**src/rtl/bpf16_out_requant_if.sv**
```systemverilog
// ---------------------------------------------------------------------------
// bpf16_out_requant_if
// Stream bundle for the BPF output requantizer. Carries both sides of the
// block: the Q2.14 sample stream coming from the filter (s_*) and the
// requantized Q1.11 stream going downstream (m_*).
//
// Modports:
//   slave  - the requantizer's view: sinks s_*, sources m_*
//   master - the surrounding logic's view: sources s_* and m_ready,
//            observes s_ready and m_*
// ---------------------------------------------------------------------------
interface bpf16_out_requant_if #(
  parameter int IN_WIDTH  = 16,
  parameter int OUT_WIDTH = 12
);
  logic signed [IN_WIDTH-1:0]  s_data;
  logic                        s_valid;
  logic                        s_ready;
  logic signed [OUT_WIDTH-1:0] m_data;
  logic                        m_valid;
  logic                        m_ready;

  modport slave (
    input  s_data,
    input  s_valid,
    output s_ready,
    output m_data,
    output m_valid,
    input  m_ready
  );

  modport master (
    output s_data,
    output s_valid,
    input  s_ready,
    input  m_data,
    input  m_valid,
    output m_ready
  );
endinterface

```
**src/rtl/bpf16_out_requant.sv**
```systemverilog
// ---------------------------------------------------------------------------
// bpf16_out_requant
// Receive-side companion of the 16-tap BPF core. Buffers incoming Q2.14
// samples in a small FIFO, keeps one sample out of every DECIM, rounds
// (half-up) and saturates each kept sample to Q1.11 and presents it on a
// valid/ready output. Counts kept samples that saturated (sticky at 0xFFFF).
//
// Ports:
//   clk       - clock, rising edge
//   rstn      - synchronous active-low reset
//   bus       - stream bundle (slave modport): s_data/s_valid/s_ready in,
//               m_data/m_valid/m_ready out
//   sat_count - number of kept samples that were clamped
// ---------------------------------------------------------------------------
module bpf16_out_requant #(
  parameter int IN_WIDTH   = 16,
  parameter int IN_FRAC    = 14,
  parameter int OUT_WIDTH  = 12,
  parameter int OUT_FRAC   = 11,
  parameter int DECIM      = 2,
  parameter int FIFO_DEPTH = 4
) (
  input  logic                 clk,
  input  logic                 rstn,
  bpf16_out_requant_if.slave   bus,
  output logic [15:0]          sat_count
);

  localparam int SH    = IN_FRAC - OUT_FRAC;
  localparam int PTR_W = $clog2(FIFO_DEPTH);
  localparam int CNT_W = PTR_W + 1;
  localparam int PH_W  = (DECIM > 1) ? $clog2(DECIM) : 1;
  localparam int EXT_W = IN_WIDTH + 1;

  typedef struct packed {
    logic                        sat;
    logic signed [OUT_WIDTH-1:0] val;
  } rq_t;

  // Round half-up then clamp. One guard bit keeps the rounding add from
  // wrapping on the most positive input.
  function automatic rq_t requant(input logic signed [IN_WIDTH-1:0] x);
    logic signed [EXT_W-1:0] ext;
    logic signed [EXT_W-1:0] shr;
    logic signed [EXT_W-1:0] hi;
    logic signed [EXT_W-1:0] lo;
    rq_t r;
    hi  = EXT_W'((1 << (OUT_WIDTH-1)) - 1);
    lo  = -hi - EXT_W'(1);
    ext = {x[IN_WIDTH-1], x};
    shr = (ext + EXT_W'(1 << (SH-1))) >>> SH;
    if (shr > hi) begin
      r.sat = 1'b1;
      r.val = hi[OUT_WIDTH-1:0];
    end else if (shr < lo) begin
      r.sat = 1'b1;
      r.val = lo[OUT_WIDTH-1:0];
    end else begin
      r.sat = 1'b0;
      r.val = shr[OUT_WIDTH-1:0];
    end
    return r;
  endfunction

  logic signed [IN_WIDTH-1:0]  mem_q [FIFO_DEPTH];
  logic [PTR_W-1:0]            wr_ptr_q, wr_ptr_d;
  logic [PTR_W-1:0]            rd_ptr_q, rd_ptr_d;
  logic [CNT_W-1:0]            count_q, count_d;
  logic [PH_W-1:0]             phase_q, phase_d;
  logic                        s_ready_q, s_ready_d;
  logic                        m_valid_q, m_valid_d;
  logic signed [OUT_WIDTH-1:0] m_data_q, m_data_d;
  logic [15:0]                 sat_q, sat_d;

  logic push;
  logic pop;
  logic keep_pop;
  rq_t  rq;

  always_comb begin
    push     = bus.s_valid && s_ready_q;
    // Discard pops never wait on the output register; only keep pops do.
    pop      = (count_q != '0) &&
               ((phase_q != '0) || !m_valid_q || bus.m_ready);
    keep_pop = pop && (phase_q == '0);
    rq       = requant(mem_q[rd_ptr_q]);

    wr_ptr_d  = push ? wr_ptr_q + 1'b1 : wr_ptr_q;
    rd_ptr_d  = pop  ? rd_ptr_q + 1'b1 : rd_ptr_q;
    count_d   = count_q + CNT_W'(push) - CNT_W'(pop);
    s_ready_d = (count_d != CNT_W'(FIFO_DEPTH));

    phase_d = phase_q;
    if (pop) begin
      phase_d = (phase_q == PH_W'(DECIM-1)) ? '0 : phase_q + 1'b1;
    end

    m_valid_d = m_valid_q;
    m_data_d  = m_data_q;
    if (keep_pop) begin
      m_valid_d = 1'b1;
      m_data_d  = rq.val;
    end else if (m_valid_q && bus.m_ready) begin
      m_valid_d = 1'b0;
    end

    sat_d = sat_q;
    if (keep_pop && rq.sat && (sat_q != 16'hFFFF)) begin
      sat_d = sat_q + 16'd1;
    end
  end

  // Sample storage carries no reset; the pointers define what is valid.
  always_ff @(posedge clk) begin
    if (push) begin
      mem_q[wr_ptr_q] <= bus.s_data;
    end
  end

  always_ff @(posedge clk) begin
    if (!rstn) begin
      wr_ptr_q  <= '0;
      rd_ptr_q  <= '0;
      count_q   <= '0;
      phase_q   <= '0;
      s_ready_q <= 1'b0;
      m_valid_q <= 1'b0;
      m_data_q  <= '0;
      sat_q     <= '0;
    end else begin
      wr_ptr_q  <= wr_ptr_d;
      rd_ptr_q  <= rd_ptr_d;
      count_q   <= count_d;
      phase_q   <= phase_d;
      s_ready_q <= s_ready_d;
      m_valid_q <= m_valid_d;
      m_data_q  <= m_data_d;
      sat_q     <= sat_d;
    end
  end

  assign bus.s_ready = s_ready_q;
  assign bus.m_valid = m_valid_q;
  assign bus.m_data  = m_data_q;
  assign sat_count   = sat_q;

endmodule

```
**src/flat_wrapper.sv**
```systemverilog
// flat-port wrapper written by rule: the top's interface ports become plain ports
module bpf16_out_requant_flat 
#(
  parameter int IN_WIDTH   = 16,
  parameter int IN_FRAC    = 14,
  parameter int OUT_WIDTH  = 12,
  parameter int OUT_FRAC   = 11,
  parameter int DECIM      = 2,
  parameter int FIFO_DEPTH = 4
)
  (clk, rstn, sat_count, bus_s_data, bus_s_valid, bus_s_ready, bus_m_data, bus_m_valid, bus_m_ready);
  bpf16_out_requant_if #(.IN_WIDTH(IN_WIDTH), .OUT_WIDTH(OUT_WIDTH)) bus_i ();
  input  logic clk;
  input  logic rstn;
  output logic [15:0] sat_count;
  input wire logic [$bits(bus_i.s_data)-1:0] bus_s_data;
  input wire logic [$bits(bus_i.s_valid)-1:0] bus_s_valid;
  output wire logic [$bits(bus_i.s_ready)-1:0] bus_s_ready;
  output wire logic [$bits(bus_i.m_data)-1:0] bus_m_data;
  output wire logic [$bits(bus_i.m_valid)-1:0] bus_m_valid;
  input wire logic [$bits(bus_i.m_ready)-1:0] bus_m_ready;
  assign bus_i.s_data = bus_s_data;
  assign bus_i.s_valid = bus_s_valid;
  assign bus_s_ready = bus_i.s_ready;
  assign bus_m_data = bus_i.m_data;
  assign bus_m_valid = bus_i.m_valid;
  assign bus_i.m_ready = bus_m_ready;
  bpf16_out_requant #(.IN_WIDTH(IN_WIDTH), .IN_FRAC(IN_FRAC), .OUT_WIDTH(OUT_WIDTH), .OUT_FRAC(OUT_FRAC), .DECIM(DECIM), .FIFO_DEPTH(FIFO_DEPTH)) u_core (.clk(clk), .rstn(rstn), .bus(bus_i), .sat_count(sat_count));
endmodule
```
**config.mk**
```make
export PLATFORM = sky130hd
export DESIGN_NAME = bpf16_out_requant_flat
export DESIGN_NICKNAME = d
export VERILOG_FILES = /design/src/rtl/bpf16_out_requant_if.sv /design/src/rtl/bpf16_out_requant.sv /design/src/flat_wrapper.sv
export SDC_FILE = /design/constraint.sdc
export NUM_CORES = 1
export LEC_CHECK = 0
export CORE_MARGIN = 5
export CORE_UTILIZATION = 41
export DETAILED_ROUTE_END_ITERATION = 8
export GPL_ROUTABILITY_DRIVEN = 0
export GPL_TIMING_DRIVEN = 0
export PLACE_DENSITY_LB_ADDON = 0.05
export REMOVE_ABC_BUFFERS = 1
export SLEW_MARGIN = 0
export SYNTH_ARGS = -nofsm -noshare
export SYNTH_HDL_FRONTEND = slang
export SYNTH_SLANG_ARGS = --single-unit
```
**constraint.sdc**
```tcl
create_clock -name clk -period 3.2 [get_ports clk]
set_clock_uncertainty 0.2 [all_clocks]
set_input_delay 0.64 -clock clk [delete_from_list [all_inputs] [get_ports clk]]
set_output_delay 0.64 -clock clk [all_outputs]
set_load 0.01 [all_outputs]
```
==> run_results.csv, run 1 <==
group,metric,value,unit
clock_tree,holdBufCountCts,0,
floorplan,core-area,10180,um2
clock_tree,cts.reportedPaths.clkPinSlew,0.10,ns
timing,hold_violations,0,
cells_and_area,drive_above_1_share,18.50,%
timing,fin_ws,0.1127,ns
clock_tree,cts_buffers,9,
cells_and_area,area_delta_synth_final,26.34,%
critical_path,worst-setup-path-type,"register to register",
power_and_ir_drop,p_leak,1.804,nW
grt,antenna_found_initial,0,
floorplan,rows,37,
timing,maxSlewViolCount,0,
clock_tree,clock_sinks,96,
grt,grt_usage,13.73,%
clock_tree,cts_tree,"done",
clock_tree,ctsHtreeMaxLevel,3,
synthesis,seq_area_frac_synth,58.92,%
synthesis,syn_area,4213,um2
floorplan,io_pins,50,
synthesis,ys.flop_type,"edfxtp_1",
cells_and_area,num-nets-final,425,
power_and_ir_drop,power_switching,1.416,mW
detailed_routing,routed_wl,8392,um
synthesis,synthTopCellsByArea,"edfxtp_1 (40%), dfxtp_1 (19%), mux4_2 (7.5%)",
critical_path,rrSetupSlack,0.11,ns
power_and_ir_drop,power.internal,2.892,mW
run_status,status,"finished, final reports clean",
power_and_ir_drop,ir_drop,0.3332,mV
detailed_routing,route.detailed.drc,0,
synthesis,syn_inst,325,
critical_path,path_max_fanout,6,
floorplan,start_util,41.36,%
synthesis,yosys.area.top_type,"edfxtp_1",
clock_tree,cts_root_buffer,"clkbuf_8",
power_and_ir_drop,power_frac_seq,38.3,%
synthesis,ys_types,44,
detailed_routing,vias,2804,
timing,worst_pin_slew,1.251,ns
timing,fmax,323.9,MHz
synthesis,synth_edf_count,56,
cells_and_area,fillers,904,
timing,slew_headroom,16.31,%
floorplan,die_w,111.4,um
worst_hold_path,hp-class,"register to register",
detailed_routing,wl_per_cell,15.66,um
critical_path,arrival,3.17,ns
critical_path,ff2ff_path_depth,11,
power_and_ir_drop,sw_frac_of_total,32.87,%
clock_tree,clk_latency,0.35,ns
floorplan,die_h,111.4,um
grt,grt_max_degree,36,
timing,setup_tns,0,ns
power_and_ir_drop,p_per_area,809.5,nW/um2
worst_hold_path,hold_end,"u_core.sat_count[5]$_SDFFE_PN0P_",
cells_and_area,n_antenna_cell,0,
grt,grt_pass1_vias,2756,
cells_and_area,fin_util,52.26,%
synthesis,ys_ff_latch,96,
timing,setup_viol_count_final,0,
cells_and_area,final_cells,536,
placement,dp_hpwl,5425,um
critical_path,cp-end-kind,"register",
timing,period_minus_slack,3.087,ns
timing,rsz0062_at_grt,"yes",
placement,pre_cts_ws,-1.146,ns
critical_path,required,3.28,ns
grt,grt.overflow.total,0,
worst_hold_path,whs_path_depth,2,
power_and_ir_drop,power_frac_clock,20.4,%
detailed_routing,postRouteAntennaNets,0,
synthesis,synth_top_cell_area_share,39.92,%
clock_tree,cts.path.max_buffers,2,
critical_path,reg2reg_to,"u_core.sat_count[14]$_SDFFE_PN0P_",
timing,hold-worst-slack,0.2814,ns
placement,io_buffers,47,
job,maxCapViolations,0,
timing,fin_crit_sh,96.48,%
power_and_ir_drop,pwr-share-comb,41.3,%
floorplan,die_area,12400,um2
grt,grt_pass1_wl,13940,um
worst_hold_path,hold_start,"u_core.sat_count[5]$_SDFFE_PN0P_",
synthesis,yosys_warnings,0,
detailed_routing,drt-initial-drc-count,95,
detailed_routing,drt_pre_antenna_iters,6,
critical_path,startpoint_type,"register",
synthesis,async_flop_share,0,%
detailed_routing,viasPerCell,5.231,
placement,place_inst,495,
synthesis,avgSynthCellArea,12.96,um2
==> cell families (layout without fill, tap and decap cells) <==
logic type | Yosys count | count (layout) | synth area share [%]
compound gates | 43 | 43 | 8.078
xor+xnor | 14 | 14 | 2.911
fa+ha+maj | 10 | 10 | 3.148
buf+inv | 24 | 99 | 2.435
flops | 96 | 96 | 58.92
mux | 21 | 21 | 9.148
simple gates | 117 | 117 | 15.35
==> critical path, cell delays in order, from the launching register on <==
cell,delay [ns]
dfxtp_4,0.43
mux4_2,0.57
buf_4,0.18
ha_2,0.23
a21oi_1,0.18
o41ai_2,0.09
and3_4,0.19
o31ai_4,0.33
bufbuf_16,0.32
buf_4,0.10
o21ai_1,0.06
a21oi_1,0.12
==> power groups by stage <==
stage | clock [mW] | sequential (mW) | combinational [mW]
finish | 0.878 | 1.65 | 1.78
global route | 0.958 | 1.68 | 1.96
CTS | 0.908 | 1.65 | 1.63
detailed placement | 0 | 1.70 | 1.40
global placement | 0 | 1.70 | 1.35
floorplan | 0 | 1.69 | 0.914
==> cell usage in the layout, fill, tap and decap left out, types with 2 or more instances in the layout <==
master	Yosys	layout
clkbuf_8	0	9
bufinv_16	0	2
xnor2_1	5	5
inv_1	9	9
buf_8	0	2
dfxtp_1	40	38
nor2_1	23	23
nor4_2	5	5
nand4_1	7	7
clkdlybuf4s50_1	0	47
and4_4	1	2
edfxtp_1	56	56
mux4_2	14	14
buf_4	0	21
inv_6	0	2
and2_1	7	6
ha_1	9	8
nand2_1	25	25
a21oi_1	11	11
o21ai_1	4	4
nor3_1	3	2
xor2_1	9	9
dfxtp_4	0	2
o41ai_1	4	3
or3_1	5	5
buf_6	1	3
nand2b_1	12	12
o21ai_0	3	3
o221a_1	10	10
nand3_1	12	12
o311ai_1	3	3
and3_1	7	6
mux2i_1	7	7
==> worst max-delay path by stage <==
stage	cells past startpoint	to	slack, ns
after floorplan	8	u_core.sat_count[12]$_SDFFE_PN0P_	-0.72
after CTS	9	u_core.sat_count[3]$_SDFFE_PN0P_	0.008
after global routing	9	u_core.sat_count[0]$_SDFFE_PN0P_	-0.11
after detailed placement	9	u_core.sat_count[3]$_SDFFE_PN0P_	-1.15
after global placement	8	u_core.sat_count[12]$_SDFFE_PN0P_	-1.57
final	11	u_core.sat_count[14]$_SDFFE_PN0P_	0.11
==> sequential cells by signal, summed over array words and instances (netlist names), named ones only <==
signal and cells:
u_core.mem_q 56, u_core.sat_count 16, u_core.bus.m_data 12, u_core.count_q 3
u_core.rd_ptr_q 2, u_core.wr_ptr_q 2, u_core.bus.m_valid 1, u_core.bus.s_ready 1
u_core.phase_q 1
==> through the flow <==
stage | total power, mW | cell area (um2)
floorplan | 2.602 | 4144
global placement | 3.049 | 4785
detailed placement | 3.108 | 4825
CTS | 4.192 | 5180
global route | 4.598 | 5323
finish | 4.309 | 5323
==> synthesized netlist by cell type, types with 2 or more instances <==
cell type and number:
nand2b_1 12, and3_1 7, nor4_2 5, dfxtp_1 40, mux4_2 14, nand4_1 7
nand2_1 25, ha_1 9, o41ai_1 4, inv_1 9, edfxtp_1 56, o221a_1 10
nor3b_1 2, and2_1 7, buf_2 4, o21ai_1 4, mux2i_1 7, nor2b_1 2
o21ai_0 3, nand3_1 12, or3_1 5, nor2_1 23, clkbuf_1 10, xor2_1 9
nor3_1 3, and4_1 2, xnor2_1 5, o311ai_1 3, a21oi_1 11
==> per-layer routing <==
metal / up-vias / global-route usage, % / share of wire, %
met2: 48 / 21.79 / 49
met5: - / 0 / 0
met3: 9 / 2.880 / 3.4
met1: 1374 / 19.01 / 47
met4: 0 / 4.298 / 0.83
li1: 1373 / - / -
==> what timing repair did <==
item / CTS / global route
pin swaps: 3 / 6
setup endpoints to repair: 27 / 13
gates cloned: 1 / 0
buffers inserted: 10 / 14
resized for setup: 10 / 9
==> area by class of cell <==
cell class	instances	area, um2	area share, %
Timing Repair Buffer	74	724.4	13.61
Clock buffer	10	127.6	2.398
Inverter	9	33.78	0.6347
Tap cell	136	170.2	3.197
Multi-Input combinational cell	205	1685	31.66
Sequential cell	96	2490	46.78
Clock inverter	6	91.34	1.716
Power figures use the tool's default switching activity.
==> run 2: changes to the inputs <==
--- a/config.mk
+++ b/config.mk
@@ -10,6 +10,7 @@
 export DETAILED_ROUTE_END_ITERATION = 8
 export GPL_ROUTABILITY_DRIVEN = 0
 export GPL_TIMING_DRIVEN = 0
+export HOLD_SLACK_MARGIN = 0.1
 export PLACE_DENSITY_LB_ADDON = 0.05
 export REMOVE_ABC_BUFFERS = 1
 export SLEW_MARGIN = 0
==> results of run 2 <==
Same layout as run 1: the final DEF is identical, and so are final timing and power.
